## src/rtl/rom_port_arbiter.sv

```systemverilog
// rom_port_arbiter
//   Shares the single combinational ROM read port between instruction fetch
//   and the load unit. At most one grant per cycle: load wins unless it has
//   already taken MAX_LD_STREAK consecutive grants while fetch was waiting.
//   Each granted access gets a registered response one cycle later, flagged
//   with rerr for misaligned or out-of-range addresses.
//
// Ports
//   clk, reset            : clock, synchronous active-high reset
//   if_req/if_addr        : fetch request and byte address (held until granted)
//   if_ready              : fetch granted this cycle (combinational)
//   if_rvalid/rdata/rerr  : registered fetch response
//   ld_*                  : same roles for the load side
//   rom_address           : address to ROM (0 when idle)
//   rom_data              : ROM read data, combinational from rom_address

// Per-requester response register. Side index 0 = fetch, 1 = load.
module rom_port_arbiter_resp (
  input  logic        clk,
  input  logic        reset,
  input  logic        i_gnt,
  input  logic        i_err,
  input  logic [31:0] i_rdata,
  output logic        o_rvalid,
  output logic [31:0] o_rdata,
  output logic        o_rerr
);
  always_ff @(posedge clk) begin
    if (reset) begin
      o_rvalid <= 1'b0;
      o_rdata  <= '0;
      o_rerr   <= 1'b0;
    end else begin
      o_rvalid <= i_gnt;
      // data/err hold while no response is issued
      if (i_gnt) begin
        o_rdata <= i_err ? '0 : i_rdata;
        o_rerr  <= i_err;
      end
    end
  end
endmodule

module rom_port_arbiter #(
  parameter int ROM_BYTES     = 4096,
  parameter int MAX_LD_STREAK = 4
) (
  input  logic        clk,
  input  logic        reset,
  input  logic        if_req,
  input  logic [31:0] if_addr,
  output logic        if_ready,
  output logic        if_rvalid,
  output logic [31:0] if_rdata,
  output logic        if_rerr,
  input  logic        ld_req,
  input  logic [31:0] ld_addr,
  output logic        ld_ready,
  output logic        ld_rvalid,
  output logic [31:0] ld_rdata,
  output logic        ld_rerr,
  output logic [31:0] rom_address,
  input  logic [31:0] rom_data
);
  localparam int          NUM_SIDES    = 2;
  localparam logic [3:0]  LP_MAX       = 4'(MAX_LD_STREAK);
  localparam logic [31:0] LP_ROM_BYTES = 32'(ROM_BYTES);

  logic [3:0]                  r_streak;
  logic                        w_if_gnt;
  logic                        w_ld_gnt;
  logic [31:0]                 w_addr;
  logic                        w_err;
  logic [NUM_SIDES-1:0]        w_gnt;
  logic [NUM_SIDES-1:0]        w_rvalid;
  logic [NUM_SIDES-1:0]        w_rerr;
  logic [NUM_SIDES-1:0][31:0]  w_rdata;

  // Load has priority until it has taken LP_MAX grants in a row against a
  // waiting fetch; the threshold uses the pre-edge streak value.
  always_comb begin
    w_ld_gnt = !reset && ld_req && (!if_req || (r_streak < LP_MAX));
    w_if_gnt = !reset && if_req && !w_ld_gnt;
  end

  always_comb begin
    w_addr = '0;
    if (w_ld_gnt)      w_addr = ld_addr;
    else if (w_if_gnt) w_addr = if_addr;
  end

  // One check on the muxed address serves both sides: only one is granted.
  assign w_err       = (w_addr[1:0] != 2'b00) || (w_addr >= LP_ROM_BYTES);
  assign rom_address = w_addr;
  assign if_ready    = w_if_gnt;
  assign ld_ready    = w_ld_gnt;
  assign w_gnt       = {w_ld_gnt, w_if_gnt};

  // Streak counts load wins only while fetch is actually waiting.
  always_ff @(posedge clk) begin
    if (reset)
      r_streak <= '0;
    else if (!if_req || w_if_gnt)
      r_streak <= '0;
    else if (w_ld_gnt && (r_streak < LP_MAX))
      r_streak <= r_streak + 4'd1;
  end

  for (genvar g = 0; g < NUM_SIDES; g++) begin : g_resp
    rom_port_arbiter_resp u_resp (
      .clk      (clk),
      .reset    (reset),
      .i_gnt    (w_gnt[g]),
      .i_err    (w_err),
      .i_rdata  (rom_data),
      .o_rvalid (w_rvalid[g]),
      .o_rdata  (w_rdata[g]),
      .o_rerr   (w_rerr[g])
    );
  end

  assign if_rvalid = w_rvalid[0];
  assign if_rdata  = w_rdata[0];
  assign if_rerr   = w_rerr[0];
  assign ld_rvalid = w_rvalid[1];
  assign ld_rdata  = w_rdata[1];
  assign ld_rerr   = w_rerr[1];
endmodule

```

## config.mk

```make
export PLATFORM = sky130hd
export DESIGN_NAME = rom_port_arbiter
export DESIGN_NICKNAME = d
export VERILOG_FILES = /design/src/rtl/rom_port_arbiter.sv
export SDC_FILE = /design/constraint.sdc
export NUM_CORES = 1
export LEC_CHECK = 0
export CORE_ASPECT_RATIO = 1.25
export CORE_MARGIN = 4
export CORE_UTILIZATION = 39
export CTS_CLUSTER_SIZE = 16
export DETAILED_ROUTE_END_ITERATION = 8
export GPL_ROUTABILITY_DRIVEN = 0
export PLACE_DENSITY = 0.86
export SETUP_SLACK_MARGIN = 0.3
export SLEW_MARGIN = 40
export SYNTH_ARGS = -nofsm -noshare
export SYNTH_HDL_FRONTEND = slang
export SYNTH_HIERARCHICAL = 1
export SYNTH_SLANG_ARGS = --single-unit
```

## constraint.sdc

```tcl
create_clock -name clk -period 2.2 [get_ports clk]
set_input_delay 0.22 -clock clk [delete_from_list [all_inputs] [get_ports clk]]
set_output_delay 0.22 -clock clk [all_outputs]
set_load 0.02 [all_outputs]
```

==> flow_metrics.tcl <==
set metrics [dict create \
    status "completed" \
    cp_slowest_stage_delay_ns 0.57 \
    cp_num_buf_inv 3 \
    hp-class "in -> reg" \
    clock_latency_ns 0.35 \
    avgRoutedWirePerCell_um 18.5 \
    cp-end-kind "register" \
    max_freq_ghz 0.529 \
    worstPathArrival_ns 2.17 \
    finalWirelength_um 12900 \
    cts_buffer_depth 2 \
    critPathTopFamily "simple AND/OR/NAND/NOR gates" \
    fin_crit_sh 0.859 \
    grt_usage 0.227 \
    setup_viol 0 \
    die_y_um 115 \
    dieArea_um2 10800 \
    ys_seq_elements 72 \
    numCtsBuffers 9 \
    worst_r2r_path_depth 11 \
    ys_seq_area_frac 0.403 \
    yosys.area.top_type_share 0.403 \
    fill_cells 666 \
    initial_utilization 0.407 \
    grt_pass1_vias 3751 \
    finalHoldViolCount 0 \
    report.final.slew_viol_count 0 \
    cts.sinks 72 \
    p_per_area_nw_per_um2 524 \
    cts_tree "done" \
    viasPerCell 5.20 \
    antenna_found_initial 2 \
    synth-main-ff-cell "dfxtp_1" \
    hold-path-cell-count 3 \
    worst-path-stages 8 \
    multiInputGateArea_um2 2030 \
    htree_levels 3 \
    synth.distinct_cells 28 \
    worstSetupStartpointType "primary input" \
    synthXorXnorAreaFrac 0 \
    numPortBuffers 201 \
    synth_edf_count 0 \
    dr_total_vias 3613 \
    p_leak_nw 2.38 \
    root_buffer "clkbuf_8" \
    crit_type "in -> reg" \
    path_max_fanout 16 \
    final_cell_area_um2 6160 \
    grt_pass1_wl_um 19200 \
    grt_max_degree 59 \
    synth-simple-area-share 0.313 \
    worstHoldStart "reset" \
    synth_warnings 6 \
    rsz0062_at_grt "true" \
    final_cell_mix "132 x clkdlybuf4s50_1, 70 x dfxtp_1, 64 x nand2b_1, 44 x nand3b_1, 36 x a21oi_1" \
    fin_crit_ns 1.89 \
    required_ns 2.48 \
    fin_nets 671 \
    synth.largest_area_cell "dfxtp_1" \
    drt_iter0_drc 123 \
    syn2layout_area_growth_pct 72.0 \
    gr-total-overflow 0 \
    die_w_um 93.7 \
    drc 0 \
    synth-compound-area-share 0.203 \
    slew_headroom 0.485 \
    mappedNetlistArea_um2 3580 \
    layout_commonest_cell "clkdlybuf4s50_1" \
    path_clk_slew_ns 0.07 \
    p_total_mw 3.22 \
    syn_area_per_cell_um2 9.86 \
    seq_area_um2 1440 \
    startpoint "if_addr[29]" \
    drive_gt1_frac 0.248 \
    synth_fa_ha_area_frac 0.00350 \
    dpl-instance-area_um2 5660 \
    ant_nets 0 \
    async_reset_ff_frac 0 \
    synth_top_family_by_area "simple AND/OR/NAND/NOR gates" \
    synthesis.nets 464 \
    fin_worst_skew_ns 0.00798 \
    slowest_stage "or4_4" \
    worst_slew_pin_slew_ns 0.773 \
    dp_hpwl_um 8620 \
    core_area_um2 8800 \
    ios 202 \
    syn_inst 363 \
    cp_cell_sequence "dlygate4sd2_1 > or4_4 > o41ai_4 > nand2_4 > buf_12 > buf_16 > nand3b_2 > a21oi_2" \
    cap_violations 0 \
    rr_startpoint "r_streak[2]" \
    synthTopCellsByArea "dfxtp_1 40%, nand2b_1 11%, nand3b_1 9.2%" \
    synth_mux_area_frac 0.00559 \
    peakVddDrop_mv 0.417 \
    drt_pass1_iterations 4 \
    fp-row-count 38 \
]
[cells in the mapped netlist (3+ instances only)]
cell	n
nor2_1	4
a22o_1	31
a21oi_2	18
a21oi_1	46
nor2b_1	3
nand3b_1	44
dfxtp_1	72
buf_6	9
nand3b_2	18
buf_4	3
buf_2	9
clkbuf_1	12
nor4_1	8
nand2b_1	64
[worst min-delay path, stage by stage]
cell and delay (ns):
buf_2 0.12, buf_4 0.18, a21oi_2 0.04
[per-stage QoR]
step / hold slack [ns] / setup TNS [ns] / utilization / setup slack (ns) / std cells
2_1_floorplan: 0.373 / 0 / - / 0.440 / 363
3_3_place_gp: 0.404 / -8.45 / 0.644 / -0.152 / 666
3_5_place_dp: 0.417 / -14.25 / 0.644 / -0.231 / 666
4_1_cts: 0.228 / 0 / 0.682 / 0.219 / 689
5_1_grt: 0.265 / 0 / 0.700 / 0.219 / 695
6_report: 0.260 / 0 / 0.700 / 0.309 / 695
[power by group]
| group | internal [mW] | switching, mW |
|---|---|---|
| registers | 1.35 | 0.0261 |
| clock network | 0.507 | 0.461 |
| logic | 0.478 | 0.401 |
[routing by layer]
layer  GRT usage  wire [um]  vias up
met5           0          0        -
met2       0.414       6730      128
met1       0.247       4970     1751
met4      0.0896        214        0
met3      0.0622        962       19
li1            -          -     1715
[final cells by class]
type / instances / share of cell area
Sequential cell: 72 / 0.235
Timing Repair Buffer: 231 / 0.383
Antenna cell: 2 / 0.000813
Multi-Input combinational cell: 256 / 0.329
Tap cell: 120 / 0.0244
Clock buffer: 10 / 0.0207
Clock inverter: 4 / 0.00772
[repair_timing]
item / 4_1_cts / 5_1_grt
resized for setup: 158 / 29
setup buffers: 5 / 1
endpoints found under the setup margin: 100 / 67
gates cloned: 4 / 3
hold buffers: 0 / 0
pin swaps: 24 / 47
[kinds of logic (layout without fill, tap and decap cells)]
| logic type | Yosys count | after routing |
|---|---|---|
| simple gates | 152 | 152 |
| compound gates | 100 | 100 |
| flops | 72 | 72 |
| buf+inv | 35 | 245 |
| mux | 2 | 2 |
| fa+ha+maj | 1 | 1 |
| other cells | 1 | 3 |
[state kept, by name, summed over array words and instances (netlist names)]
name	count
g_resp.u_resp/o_rdata	64
r_streak	4
g_resp.u_resp/o_rerr	2
g_resp.u_resp/o_rvalid	2
[path summary, 6_finish.rpt]
kind                                        to  slack (ns)
setup / recovery   g_resp[0].u_resp/o_rdata[9]        0.31
hold reg to reg                    r_streak[0]        0.42
hold / removal    g_resp[1].u_resp/o_rdata[29]        0.26
setup reg to reg   g_resp[0].u_resp/o_rdata[9]        0.34
Note: power is estimated with default switching activity, not from simulation.
